===== config.mk =====
export PLATFORM = sky130hd
export DESIGN_NAME = rf_writeback_ctrl
export DESIGN_NICKNAME = d
export VERILOG_FILES = /design/src/rtl/rf_writeback_ctrl.sv
export SDC_FILE = /design/constraint.sdc
export NUM_CORES = 1
export LEC_CHECK = 0
export BUFFER_PORTS_ARGS = -buffer_cell sky130_fd_sc_hd__buf_2
export CAP_MARGIN = 30
export CORE_ASPECT_RATIO = 0.7
export CORE_MARGIN = 10
export CORE_UTILIZATION = 30
export CTS_BUF_LIST = sky130_fd_sc_hd__clkbuf_4 sky130_fd_sc_hd__clkbuf_8
export DETAILED_ROUTE_END_ITERATION = 12
export PLACE_DENSITY = 0.59
export SYNTH_ARGS = -nofsm -noshare
export SYNTH_HDL_FRONTEND = slang
export SYNTH_SLANG_ARGS = --single-unit

===== constraint.sdc =====
create_clock -name clk -period 2.9 [get_ports clk]
set_input_delay 0.435 -clock clk [delete_from_list [all_inputs] [get_ports clk]]
set_output_delay 0.435 -clock clk [all_outputs]
set_load 0.03 [all_outputs]

===== src/rtl/rf_writeback_ctrl.sv =====
// Write-back initiator for the integer register file: round-robin accept from ALU/LSU,
// in-order FIFO buffering, registered drain onto the single rf write port, RAW pending mask.
module rf_writeback_ctrl #(
    parameter int DATA_W = 32,
    parameter int ADDR_W = 5,
    parameter int DEPTH  = 4
) (
    input  logic                      clk,
    input  logic                      reset,
    input  logic                      i_alu_valid,
    output logic                      o_alu_ready,
    input  logic [ADDR_W-1:0]         i_alu_rd,
    input  logic [DATA_W-1:0]         i_alu_data,
    input  logic                      i_lsu_valid,
    output logic                      o_lsu_ready,
    input  logic [ADDR_W-1:0]         i_lsu_rd,
    input  logic [DATA_W-1:0]         i_lsu_data,
    input  logic                      i_rf_hold,
    output logic                      o_rf_we,
    output logic [ADDR_W-1:0]         o_rf_waddr,
    output logic [DATA_W-1:0]         o_rf_wdata,
    output logic [2**ADDR_W-1:0]      o_pending_mask,
    output logic [$clog2(DEPTH):0]    o_fifo_count
);

    localparam int PW = $clog2(DEPTH);
    localparam int CW = PW + 1;

    logic [ADDR_W-1:0] r_memRd   [DEPTH];
    logic [DATA_W-1:0] r_memData [DEPTH];
    logic [PW-1:0]     r_wrPtr;
    logic [PW-1:0]     r_rdPtr;
    logic [CW-1:0]     r_count;
    logic              r_lsuFirst;
    logic              r_rfWe;
    logic [ADDR_W-1:0] r_rfWaddr;
    logic [DATA_W-1:0] r_rfWdata;

    logic              w_notFull;
    logic              w_grantAlu;
    logic              w_grantLsu;
    logic              w_aluPush;
    logic              w_lsuPush;
    logic              w_push;
    logic              w_pop;
    logic [ADDR_W-1:0] w_pushRd;
    logic [DATA_W-1:0] w_pushData;
    logic [PW-1:0]     w_slotOffset;
    logic [2**ADDR_W-1:0] w_pendingMask;

    // r_lsuFirst remembers who should win the next tie: the producer that lost last time
    assign w_notFull  = (r_count < CW'(DEPTH));
    assign w_grantAlu = i_alu_valid & (~i_lsu_valid | ~r_lsuFirst);
    assign w_grantLsu = i_lsu_valid & (~i_alu_valid |  r_lsuFirst);
    assign o_alu_ready = w_grantAlu & w_notFull;
    assign o_lsu_ready = w_grantLsu & w_notFull;

    assign w_aluPush  = i_alu_valid & o_alu_ready & (i_alu_rd != '0);
    assign w_lsuPush  = i_lsu_valid & o_lsu_ready & (i_lsu_rd != '0);
    assign w_push     = w_aluPush | w_lsuPush;
    assign w_pushRd   = w_aluPush ? i_alu_rd   : i_lsu_rd;
    assign w_pushData = w_aluPush ? i_alu_data : i_lsu_data;
    assign w_pop      = (r_count != '0) & ~i_rf_hold;

    always_ff @(posedge clk or posedge reset) begin
        if (reset) begin
            r_wrPtr    <= '0;
            r_rdPtr    <= '0;
            r_count    <= '0;
            r_lsuFirst <= 1'b0;
            r_rfWe     <= 1'b0;
            r_rfWaddr  <= '0;
            r_rfWdata  <= '0;
        end else begin
            if (w_push) begin
                r_wrPtr <= r_wrPtr + PW'(1);
            end
            if (w_pop) begin
                r_rdPtr   <= r_rdPtr + PW'(1);
                r_rfWaddr <= r_memRd[r_rdPtr];
                r_rfWdata <= r_memData[r_rdPtr];
            end
            r_rfWe  <= w_pop;
            r_count <= r_count + CW'(w_push) - CW'(w_pop);
            if (w_aluPush) begin
                r_lsuFirst <= 1'b1;
            end else if (w_lsuPush) begin
                r_lsuFirst <= 1'b0;
            end
        end
    end

    // Storage needs no reset: occupancy alone decides which slots are meaningful
    always_ff @(posedge clk) begin
        if (w_push) begin
            r_memRd[r_wrPtr]   <= w_pushRd;
            r_memData[r_wrPtr] <= w_pushData;
        end
    end

    always_comb begin
        w_pendingMask = '0;
        w_slotOffset  = '0;
        for (int i = 0; i < DEPTH; i++) begin
            w_slotOffset = PW'(i) - r_rdPtr;
            if (CW'(w_slotOffset) < r_count) begin
                w_pendingMask[r_memRd[i]] = 1'b1;
            end
        end
        if (r_rfWe) begin
            w_pendingMask[r_rfWaddr] = 1'b1;
        end
        w_pendingMask[0] = 1'b0;
    end

    assign o_pending_mask = w_pendingMask;
    assign o_fifo_count   = r_count;
    assign o_rf_we        = r_rfWe;
    assign o_rf_waddr     = r_rfWaddr;
    assign o_rf_wdata     = r_rfWdata;

endmodule

After elaboration in Yosys (flattened, before gate mapping)
Memory sizes are Yosys's and may differ from the RTL's. A register that Yosys moved wholly into a read port is not among the register bits.
Cells that the tools add are included.
{"block": "word_totals", "regBits": 9, "ramBits": 148, "input_bits": 79, "out_inout_bits": 75, "word_cells": 80, "mem_count": 2}
{"block": "classes", "addsub": 8, "magnitude_cmp": 15, "muxes": 21, "bitwise_logic": 20, "n_reduce_logical": 9}
{"name": "r_memData", "words": 4, "width": 32, "read_ports": 1, "rd_ports_with_merged_regs": 1, "wr": 1, "line_no": "30", "rtl": "logic [DATA_W-1:0] r_memData [DEPTH];"}
{"name": "r_memRd", "words": 4, "width": 5, "read_ports": 5, "rd_ports_with_merged_regs": 1, "wr": 1, "line_no": "29", "rtl": "logic [ADDR_W-1:0] r_memRd [DEPTH];"}
{"op": "32-bit two-way mux", "count": 6}
{"op": "32-bit OR", "count": 4}
{"op": "5-bit by 6-bit less-than comparator with 1-bit output (second input constant)", "count": 5}
{"op": "1-bit demux with 5-bit select", "count": 5}
{"op": "5-bit by 1-bit >= comparator with 1-bit output (second input constant)", "count": 5}
{"op": "2-bit by 3-bit less-than comparator with 1-bit output", "count": 4}
{"op": "5-bit nonzero test", "count": 2}
{"op": "1-bit AND", "count": 9}
{"op": "1-bit two-way mux", "count": 9}
{"op": "1-bit logical AND", "count": 5}
{"op": "5-bit two-way mux", "count": 1}
{"op": "2-bit by 1-bit adder with 2-bit output (second input constant)", "count": 2}
{"op": "1-bit inverter", "count": 4}
{"op": "1-bit by 2-bit subtractor with 2-bit output (first input constant)", "count": 2}
{"op": "2-bit subtractor (first input constant)", "count": 2}
{"op": "3-bit by 1-bit adder with 3-bit output", "count": 1}
{"op": "3-bit less-than comparator (second input constant)", "count": 1}
{"op": "1-bit OR", "count": 3}
{"op": "3-bit nonzero test", "count": 1}
{"op": "3-bit by 1-bit subtractor with 3-bit output", "count": 1}
{"op": "2-bit nonzero test", "count": 1}

Longest topological paths before layout
Gate-level depths: netlist of the first run.
An unclocked memory read counts as a cell.
{"block": "depth", "word_depth": 14, "depth_mapped": 10, "mapped_depth_nobuf": 10}

Worst setup path before layout of the first run
No wires, ideal clock.
{"block": "synth_timing", "path_kind": "register to output", "startpoint": "reg r_rdPtr[1]", "endpoint": "out o_pending_mask[31]", "arrival_time_ns": 2.689, "t_required_ns": 2.465, "setup_slack_ns": -0.224, "stages_incl_launch_ff": 10, "n_path_buf": 2, "path_cell_list": "dfrtp_1 > buf_2 > buf_2 > xor2_1 > inv_1 > ha_1 > nor2b_2 > a2111oi_4 > o2bb2ai_1 > or4_1"}
{"block": "synth_between", "elab_chain_cells": 11, "elab_cells_between_ends": 17, "classes_between": "add/sub (4); order compare (4); mux (5); bitwise (4)"}
{"item": "from (decl)", "line_no": "32", "rtl": "logic [PW-1:0] r_rdPtr;"}
{"item": "from (signal assigned)", "line_no": "79", "rtl": "r_rdPtr <= r_rdPtr + PW'(1);"}
{"item": "1-bit by 2-bit subtractor with 2-bit output", "line_no": "105", "rtl": "w_slotOffset = PW'(i) - r_rdPtr;"}
{"item": "2-bit by 3-bit less-than comparator with 1-bit output", "line_no": "106", "rtl": "if (CW'(w_slotOffset) < r_count) begin"}
{"item": "32-bit two-way mux", "line_no": "106"}
{"item": "32-bit OR (no source line)"}
{"item": "32-bit two-way mux", "line_no": "106"}
{"item": "32-bit OR (no source line)"}
{"item": "32-bit two-way mux", "line_no": "106"}
{"item": "32-bit OR (no source line)"}
{"item": "32-bit two-way mux (*)", "line_no": "106"}
{"item": "32-bit OR (no source line)"}
{"item": "32-bit two-way mux (*)", "line_no": "110", "rtl": "if (r_rfWe) begin"}
{"item": "to (decl)", "line_no": "22", "rtl": "output logic [2**ADDR_W-1:0] o_pending_mask,"}
Every way passes the cells marked *; elsewhere a longest branch is shown, timed or not.

Final worst setup path of the first run
{"block": "layout_timing", "startpoint": "reg r_rdPtr[0]", "endpoint": "out o_pending_mask[29]"}
The elaborated chain is that of the path after synthesis.

==> results of run 1 <==
-- worst register-to-register path: stages (launching register included) --
cell and delay [ns]:
dfrtp_1 0.54, inv_2 0.22, o211ai_1 0.15, o22ai_1 0.33
inv_1 0.10, ha_1 0.28, inv_1 0.04, ha_1 0.19
fa_1 0.38, xnor2_1 0.17, xnor2_1 0.13
-- state kept, by name, summed over array words and instances (netlist names) --
signal,cells
r_memData,128
o_rf_we,1
r_wrPtr,2
r_lsuFirst,1
r_memRd,20
o_fifo_count,3
o_rf_waddr,5
r_rdPtr,2
o_rf_wdata,32
-- final timing paths --
check / from / endpoint / slack [ns] / cells after the start
worst max-delay path: r_rdPtr[0] / o_pending_mask[29] / -0.25 / 10
worst min-delay path: i_alu_data[5] / r_memData[2][5] / 0.32 / 2
worst max register to register: o_fifo_count[2] / o_fifo_count[2] / 0.30 / 10
worst min register to register: o_rf_wdata[27] / o_rf_wdata[27] / 0.51 / 1
max in group asynchronous: reset / r_rdPtr[0] / 1.78 / 4
min in group asynchronous: reset / o_rf_wdata[7] / 0.50 / 3
-- metal layers --
| layer | track usage [%] | routed length [um] |
|---|---|---|
| met1 | 20.92 | 13350 |
| met2 | 19.90 | 11760 |
| met3 | 5.407 | 2743 |
| met4 | 4.080 | 474 |
| met5 | 0 | 0 |
-- power by group --
part	leakage (nW)	switching, mW	internal (mW)
Clock	0.201	0.918	0.871
Combinational	2.31	3.75	2.58
Sequential	1.89	0.459	3.91
Total	4.40	5.12	7.36
-- placed cells by master (no fill, tap or decap), types with 7 or more instances in the layout --
cell / n
clkbuf_8: 17
inv_1: 17
nand2_1: 15
nand3_1: 36
buf_6: 31
buf_12: 7
nand4_1: 32
nor2b_1: 11
nor2_1: 30
nand3_2: 11
buf_2: 122
ha_1: 9
mux4_2: 37
a22oi_2: 15
a22oi_1: 7
dfrtp_1: 44
buf_4: 43
edfxtp_1: 148
mux2_2: 74
-- per-stage QoR --
step	util [%]	worst slack, ns	TNS (ns)	total power, mW
floorplan	-	0.01609	0	8.121
finish	38.48	-0.2513	-3.573	12.48
global placement	35.10	0.08539	0	10.08
detailed placement	35.10	0.06952	0	10.04
global route	38.48	-0.3597	-7.627	13.20
CTS	38.23	-0.2779	-4.347	12.48
-- layout make-up --
| type | instances | area share (%) |
|---|---|---|
| Antenna cell | 2 | 0.04194 |
| Clock buffer | 19 | 2.087 |
| Inverter | 21 | 0.6606 |
| Timing Repair Buffer | 204 | 12.01 |
| Clock inverter | 13 | 1.321 |
| Sequential cell | 194 | 46.93 |
| Multi-Input combinational cell | 386 | 32.55 |
| Tap cell | 420 | 4.404 |
-- kinds of logic (layout without fill, tap and decap cells) --
kind of cell,count (synthesis),in the layout,share of synthesized area (%)
flip-flops,194,194,59.46
AND/OR/NAND/NOR,190,190,11.41
multiplexers,111,111,17.71
buffers and inverters,68,257,3.138
AO/OA/AOI/OAI,67,67,6.143
adder cells (fa/ha/maj),11,11,1.542
XOR/XNOR,6,6,0.5584
other,1,3,0.03985
-- timing repair --
action,in CTS,in global routing
setup buffers,7,5
hold endpoints to repair,14,0
hold buffers,1,0
gates resized for setup,118,7
gates cloned,1,0
endpoints found under the setup margin,31,31
pin swaps,43,7
==> metrics.csv, run 1 <==
metric,value,unit
status,"complete, but fails checks",
type of the most critical hold path,primary input to flop,
critical path cell sequence,xor2_2 > inv_1 > ha_1 > nor2b_4 > buf_12 > a2111oi_4 > buf_6 > a22oi_2 > o211ai_1 > buf_4,
largest net degree at the start of global routing,41,
# setup viols final,27,
DRC,0,
full die area,0.03896,sq mm
synthesized flop and latch total,194,
share of the synthesized area in the top cell type,47.23,%
number of vias per cell,5.167,
failing checks,setup timing,
"top cells by count, synth","edfxtp_1 (148), mux2_2 (74), nand3_1 (47), dfrtp_1 (46), mux4_2 (37)",
Placer Congestion,1.024,
share of cells above drive strength 1,50.66,%
top post-synthesis cells by area,"edfxtp_1 (47%), dfrtp_1 (12%), mux2_2 (8.9%)",
worst-margin pin slew,1.012,ns
drt first-iter violations,651,
Fin Clk Skew,0.01063,ns
Core ar.,0.03101,sq mm
leakage,4.396,nW
H-Tree Depth,4,
max-cap violation count,0,
final wirelength,28330,um
Num CTS Buffers,17,
"Remaining Overflow, GRT",0,
CTS sink cnt,194,
Row Count,54,
total track usage,14.56,%
Yosys cell types,54,
CP bufs+invs,4,
"slowest stage delay, CP",0.50,ns
Worst path slowest cell,dfrtp_4,
clk_lat worst skew,0.47,ns
width of the die,231.7,um
"Top FF cell, synth",edfxtp_1,
multi-input logic area,0.003884,sq mm
initial antenna violation count,2,
Final WS setup,-0.2513,ns
Final Max Tran Viols,0,
Synthesized Nets,738,
arrival time worst endpoint,2.72,ns
synthesized instance count,648,
CP required,2.47,ns
Max clock buf depth,2,
Hold Fails Final Rpt,0,
Initial Util,30.34,%
Placed Instances,1214,
critical path endpoint category,primary output,
first-pass GRT wire length,42770,um
Synth Cell Area,0.009410,sq mm
routed via count,6505,
leading area contributor after synthesis,edfxtp_1,
TritonCTS clock tree,yes,
Register Area,0.005600,sq mm
CTS root buffer,clkbuf_8,
relative slew slack,32.04,%
number of global-route vias before repair,6775,
Area Growth Syn to Fin,26.81,%
RSZ-0062 raised after global routing,true,
Die Y,168.2,um
# fillers,2922,
Tmin final,3.151,ns
register area share after synthesis,59.46,%
most frequent cell after synthesis,edfxtp_1,
fmax,0.3173,GHz
Post-layout nets,914,
router iterations before antenna repair,8,
fin cells,1259,
cell area after layout,0.01193,sq mm
family with the most delay on the worst path,buffers and inverters,
final hold slack,0.3159,ns
Mean Syn Cell Area,14.52,sq um
DP Area,0.01088,sq mm
crit path launch type,flop,
Port Buffers,152,
Worst VDD drop,0.4267,mV
ANT nets after route,0,
fin crit share,108.7,%
Post-synth EDFFs,148,
critical path class,flop to primary output,
detailed placement HPWL,19960,um
Crit Path Max Fanout,8,
drt wl/cell,22.50,um
fraction of registers with async set/reset,23.71,%
Yosys warning total,0,
pwr dens,1046,mW/mm^2
clock transition at the registers of the reported paths,0.09,ns
I/O pin cnt,154,
Note: power is estimated with default switching activity, not from simulation.
==> run 2, diff against run 1 <==
- CORE_UTILIZATION: 30 -> 40
- PLACE_DENSITY: 0.59 -> 0.72
==> run 2 against run 1 <==
The flow still finishes with violations (setup timing). Critical path depth down 1. Sequential power about the same. Critical path type unchanged. Register-to-register slack better by 0.19 ns. Die area down 23%. Combinational power up 2%. Clock skew up 0.015 ns. Global-route usage up 2.9 points. Hold slack worse by 0.31 ns. Utilization up 13 points. Via count up 1.1%.
==> metrics.csv, run 2 (synthesized netlist as in run 1, its figures left out) <==
metric,value,unit,change
router iterations before antenna repair,5,,was 8
DRC,0,,unchanged
Tmin final,3.043,ns,was 3.151 ns
critical path endpoint,o_pending_mask[9],,was o_pending_mask[29]
pwr dens,1062,mW/mm^2,was 1046 mW/mm^2
routed via count,6576,,was 6505
Initial Util,41.08,%,was 30.34%
number of vias per cell,5.649,,was 5.167
CP required,2.47,ns,about the same
RSZ-0062 raised after global routing,true,,unchanged
met1 GRT Util,26.50,%,was 20.92%
most frequent cells in the layout,"edfxtp_1 (148), buf_2 (121), mux2_2 (74)",,"was edfxtp_1 (148), buf_2 (122), mux2_2 (74)"
leakage,4.470,nW,was 4.396 nW
final wirelength,26750,um,was 28330 um
Largest Register,r_memData,,unchanged
number of global-route vias before repair,6811,,was 6775
Die Y,148.3,um,was 168.2 um
Row Count,46,,was 54
width of the die,203.3,um,was 231.7 um
Area Growth Syn to Fin,25.78,%,was 26.81%
met3 GRT Util,5.078,%,was 5.407%
multi-input logic area,0.003786,sq mm,was 0.003884 sq mm
Post-layout nets,929,,was 914
Final Max Tran Viols,0,,unchanged
type of the most critical hold path,primary input to async pin,,was primary input to flop
ANT nets after route,0,,unchanged
detailed placement HPWL,19260,um,was 19960 um
reg-to-reg endpoint,o_fifo_count[2],,unchanged
Worst VDD drop,0.4365,mV,was 0.4267 mV
"slowest stage delay, CP",0.44,ns,was 0.50 ns
Num CTS Buffers,17,,unchanged
met2 Use GR,24.10,%,was 19.90%
critical path cell sequence,xor2_2 > ha_1 > nor2b_4 > buf_6 > a2111oi_4 > buf_4 > a22oi_1 > o211ai_1 > buf_4,,was xor2_2 > inv_1 > ha_1 > nor2b_4 > buf_12 > a2111oi_4 > buf_6 > a22oi_2 > o211ai_1 > buf_4
# fillers,1968,,was 2922
I/O pin cnt,154,,unchanged
Crit. Startpoint,r_rdPtr[0],,unchanged
Final WS setup,-0.1431,ns,was -0.2513 ns
arrival time worst endpoint,2.61,ns,was 2.72 ns
n_diodes,0,,was 2
critical path endpoint category,primary output,,unchanged
Placer Congestion,0.9399,,was 1.024
# setup viols final,21,,was 27
"commonest non-fill, non-tap cell in the layout",edfxtp_1,,unchanged
clk_lat worst skew,0.46,ns,was 0.47 ns
CTS sink cnt,194,,unchanged
Core ar.,0.02291,sq mm,was 0.03101 sq mm
"Remaining Overflow, GRT",0,,unchanged
fin cells,1164,,was 1259
total power,12.57,mW,was 12.48 mW
H-Tree Depth,4,,unchanged
drt wl/cell,22.98,um,was 22.50 um
failing checks,setup timing,,unchanged
Fin Clk Skew,0.02606,ns,was 0.01063 ns
Worst path slowest cell,dfrtp_2,,was dfrtp_4
setup TNS,-1.334,ns,was -3.573 ns
busiest grt layer,met1,,unchanged
Hold Fails Final Rpt,0,,unchanged
final core utilization,51.67,%,was 38.48%
full die area,0.03016,sq mm,was 0.03896 sq mm
R2R Setup Slk,0.49,ns,was 0.30 ns
drt first-iter violations,617,,was 651
fmax,0.3286,GHz,was 0.3173 GHz
Max clock buf depth,2,,unchanged
clock transition at the registers of the reported paths,0.12,ns,was 0.09 ns
final hold slack,0.004632,ns,was 0.3159 ns
CP most frequent cell,buf_4,,
Register Area,0.005598,sq mm,was 0.005600 sq mm
Placed Instances,1115,,was 1214
max FFs per register,128,,unchanged
largest net degree at the start of global routing,41,,unchanged
first-pass GRT wire length,40910,um,was 42770 um
worst reg2reg path depth,10,,unchanged
R2R Path Start,o_fifo_count[2],,unchanged
max-cap violation count,0,,unchanged
worst-margin pin slew,0.8905,ns,was 1.012 ns
critical path class,flop to primary output,,unchanged
crit path launch type,flop,,unchanged
total track usage,17.49,%,was 14.56%
share of cells above drive strength 1,50.12,%,was 50.66%
CTS root buffer,clkbuf_8,,unchanged
status,"complete, but fails checks",,unchanged
relative slew slack,40.51,%,was 32.04%
fin crit share,104.9,%,was 108.7%
TritonCTS clock tree,yes,,unchanged
Port Buffers,152,,unchanged
initial antenna violation count,0,,was 2
Crit Path Max Fanout,5,,was 8
[run 2: cell type report]
class                   count  area share [%]
flip-flops and latches    194           47.29
well taps                 312           3.298
multi-input cells         386           31.99
inverters                  21          0.6871
repair buffers            219           13.30
clock inverters            15           1.459
clock buffers              17           1.977
[run 2: worst min-delay path by stage]
stage,from,slack (ns),endpoint,cells after the start
finish,reset,0.005,o_rf_wdata[3],2
CTS,reset,0.003,o_rf_wdata[3],2
floorplan,r_lsuFirst,0.50,r_lsuFirst,2
global placement,o_rf_wdata[31],0.49,o_rf_wdata[31],1
global route,reset,0.03,r_lsuFirst,2
detailed placement,o_rf_wdata[25],0.49,o_rf_wdata[25],1
[run 2: metrics by stage]
stage | setup slack [ns] | cell area (sq um)
global route | -0.2534 | 11840
CTS | -0.1371 | 11630
finish | -0.1431 | 11840
global placement | 0.2086 | 10750
detailed placement | 0.2086 | 10830
floorplan | 0.01609 | 9423
[run 2: timing repair]
item / in CTS / in global routing
endpoints found under the hold margin: 0 / 0
gates cloned: 0 / 1
resized for setup: 82 / 40
setup endpoints to repair: 31 / 31
hold buffers: 0 / 0
setup buffers: 9 / 7
pin swaps: 31 / 16
[run 2: routing by layer]
layer / wire length, um / share of wire, % / vias up
met2: 11010 / 41 / 317
met3: 2515 / 9.4 / 26
met4: 254 / 0.95 / 0
met1: 12970 / 48 / 3315
li1: - / - / 2918
met5: 0 / 0 / -
[run 2: critical path: cells and delay by family (launching register included)]
kind / cells / cell delay (ns)
buffers and inverters: 3 / 0.55
XOR/XNOR: 1 / 0.18
adder cells (fa/ha/maj): 1 / 0.28
AND/OR/NAND/NOR: 1 / 0.16
AO/OA/AOI/OAI: 3 / 0.56
flip-flops: 1 / 0.44
[run 2: report_power, final]
group	switching (mW)	internal, mW	total, mW
clock network	1.05	0.726	1.78
registers	0.436	3.91	4.35
logic	3.73	2.72	6.45
total	5.21	7.35	12.6
==> run 3, diff against run 2 <==
- ABC_CLOCK_PERIOD_IN_PS: unset -> 2900
- SETUP_SLACK_MARGIN: unset -> 0.02
- SKIP_LAST_GASP: unset -> 1
==> run 3 against run 2 <==
The run still ends with setup timing left. Worst setup slack improved by 0.021 ns. Routed wire length decreased by 0.14%. Flip-flop and latch count unchanged. First-iteration DRC count increased by 7.3%. Via count decreased by 0.18%. Hold slack improved by 0.032 ns. Utilization decreased by 0.61 points. Register-to-register slack got worse by 0.16 ns. Cell count decreased by 0.95%. Maximum frequency increased by 0.69%. Combinational power decreased by 3%. Critical endpoint is now o_pending_mask[31]. Highest routed layer is now met5.
==> metrics.csv, run 3 (synthesized netlist as in run 1, its figures left out) <==
metric,value,unit,change
final core utilization,51.07,%,was 51.67%
fin crit share,104.2,%,was 104.9%
Max clock buf depth,2,,unchanged
"commonest non-fill, non-tap cell in the layout",edfxtp_1,,unchanged
drt wl/cell,23.16,um,was 22.98 um
Crit Path Max Fanout,4,,was 5
family with the most delay on the worst path,simple AND/OR/NAND/NOR gates,,was compound AO/OA/AOI/OAI gates
width of the die,203.3,um,unchanged
number of vias per cell,5.693,,was 5.649
Largest Register,r_memData,,unchanged
Placer Congestion,1.046,,was 0.9399
Final WS setup,-0.1222,ns,was -0.1431 ns
pwr dens,1066,mW/mm^2,was 1062 mW/mm^2
failing checks,setup timing,,unchanged
Final Max Tran Viols,0,,unchanged
CTS root buffer,clkbuf_8,,unchanged
router iterations before antenna repair,5,,unchanged
Fin Clk Skew,0.01655,ns,was 0.02606 ns
Core ar.,0.02291,sq mm,unchanged
type of the most critical hold path,primary input to async pin,,unchanged
routed via count,6564,,was 6576
worst-margin pin slew,0.8410,ns,was 0.8905 ns
Row Count,46,,unchanged
status,"complete, but fails checks",,unchanged
clk_lat worst skew,0.46,ns,about the same
H-Tree Depth,4,,unchanged
leakage,4.356,nW,was 4.470 nW
clock transition at the registers of the reported paths,0.11,ns,was 0.12 ns
CTS sink cnt,194,,unchanged
Worst path slowest cell,or4_4,,was dfrtp_2
number of global-route vias before repair,6686,,was 6811
arrival time worst endpoint,2.59,ns,was 2.61 ns
I/O pin cnt,154,,unchanged
Post-layout nets,918,,was 929
Worst VDD drop,0.5295,mV,was 0.4365 mV
"slowest stage delay, CP",0.52,ns,was 0.44 ns
final wirelength,26710,um,was 26750 um
drt first-iter violations,662,,was 617
Hold Fails Final Rpt,0,,unchanged
crit path launch type,flop,,unchanged
hold-fix buffers at CTS,0,,unchanged
full die area,0.03016,sq mm,unchanged
largest net degree at the start of global routing,41,,unchanged
DRC,0,,unchanged
fmax,0.3309,GHz,was 0.3286 GHz
ANT nets after route,0,,unchanged
TritonCTS clock tree,yes,,unchanged
Area Growth Syn to Fin,24.31,%,was 25.78%
max-cap violation count,0,,unchanged
Port Buffers,152,,unchanged
final hold slack,0.03652,ns,was 0.004632 ns
Initial Util,41.08,%,unchanged
# setup viols final,24,,was 21
Die Y,148.3,um,unchanged
total track usage,17.55,%,was 17.49%
n_diodes,0,,unchanged
detailed placement HPWL,19310,um,was 19260 um
initial antenna violation count,0,,unchanged
critical path class,flop to primary output,,unchanged
"Remaining Overflow, GRT",0,,unchanged
share of cells above drive strength 1,48.04,%,was 50.12%
CP required,2.47,ns,about the same
Num CTS Buffers,17,,unchanged
relative slew slack,43.82,%,was 40.51%
critical path endpoint category,primary output,,unchanged
max FFs per register,128,,unchanged
Tmin final,3.022,ns,was 3.043 ns
CP bufs+invs,1,,was 3
critical path cell sequence,xor2_2 > ha_1 > nor2b_4 > a211oi_2 > and4_1 > or4_4 > buf_6,,was xor2_2 > ha_1 > nor2b_4 > buf_6 > a2111oi_4 > buf_4 > a22oi_1 > o211ai_1 > buf_4
first-pass GRT wire length,40620,um,was 40910 um
RSZ-0062 raised after global routing,true,,unchanged
most frequent cells in the layout,"edfxtp_1 (148), buf_2 (122), mux2_2 (74)",,"was edfxtp_1 (148), buf_2 (121), mux2_2 (74)"
==> run 3: changes by cell type in the layout (fill, tap and decap cells not counted), sizes merged <==
cell	before	now
bufinv	1	3
inv	28	26
clkinv	5	7
buf	219	208
clkinvlp	2	0
==> run 3: repair_timing <==
action	CTS	global route
endpoints found under the setup margin	31	31
cloned	0	1
buffers inserted	7	3
resized for setup	63	39
pin swaps	32	30
==> run 3: final timing paths <==
path / cells past startpoint / startpoint / slack, ns / to
hold / removal: 2 / reset / 0.04 / o_rf_wdata[12]
setup / recovery: 7 / r_rdPtr[0] / -0.12 / o_pending_mask[31]
hold reg to reg: 1 / o_rf_wdata[19] / 0.51 / o_rf_wdata[19]
setup reg to reg: 10 / o_fifo_count[2] / 0.33 / o_fifo_count[2]
max in group asynchronous: 3 / reset / 2.17 / r_rdPtr[0]
min in group clk: 2 / i_alu_data[13] / 0.32 / r_memData[0][13]
==> run 3: area by class of cell <==
class | instances | area (sq um)
Tap cell | 312 | 390.4
Clock buffer | 17 | 234.0
Inverter | 21 | 81.33
Fill cell | 1995 | 11210
Sequential cell | 194 | 5599
Clock inverter | 15 | 201.4
Multi-Input combinational cell | 386 | 3732
Timing Repair Buffer | 208 | 1459
==> run 3: per-stage QoR <==
stage	setup TNS (ns)	area (sq um)	setup WS, ns	power [mW]	cells
floorplan	0	9425	0.06741	8.126	648
global placement	0	10700	0.2343	9.861	1107
detailed placement	0	10790	0.2072	9.986	1111
CTS	-1.841	11520	-0.1304	12.25	1150
global route	-4.262	11700	-0.2151	13.11	1153
finish	-1.124	11700	-0.1222	12.47	1153
==> run 3: power breakdown <==
group          total, mW  internal (mW)  switching, mW
sequential          4.35           3.91          0.437
combinational       6.25           2.57           3.68
clock               1.88          0.884          0.991
==> run 3: routing by layer <==
layer	track usage (%)	part of all wire [%]	vias to the layer above
met1	25.44	46	3292
li1	-	-	2895
met2	24.03	42	341
met5	0	0.12	-
met3	7.075	11	34
met4	3.459	1.1	2
==> run 3: worst reg2reg max path, delay by kind of cell, from the launching register on <==
kind,cells,cell delay (ns)
xor+xnor,2,0.31
fa+ha+maj,3,0.86
flops,1,0.40
buf+inv,3,0.28
compound gates,2,0.66
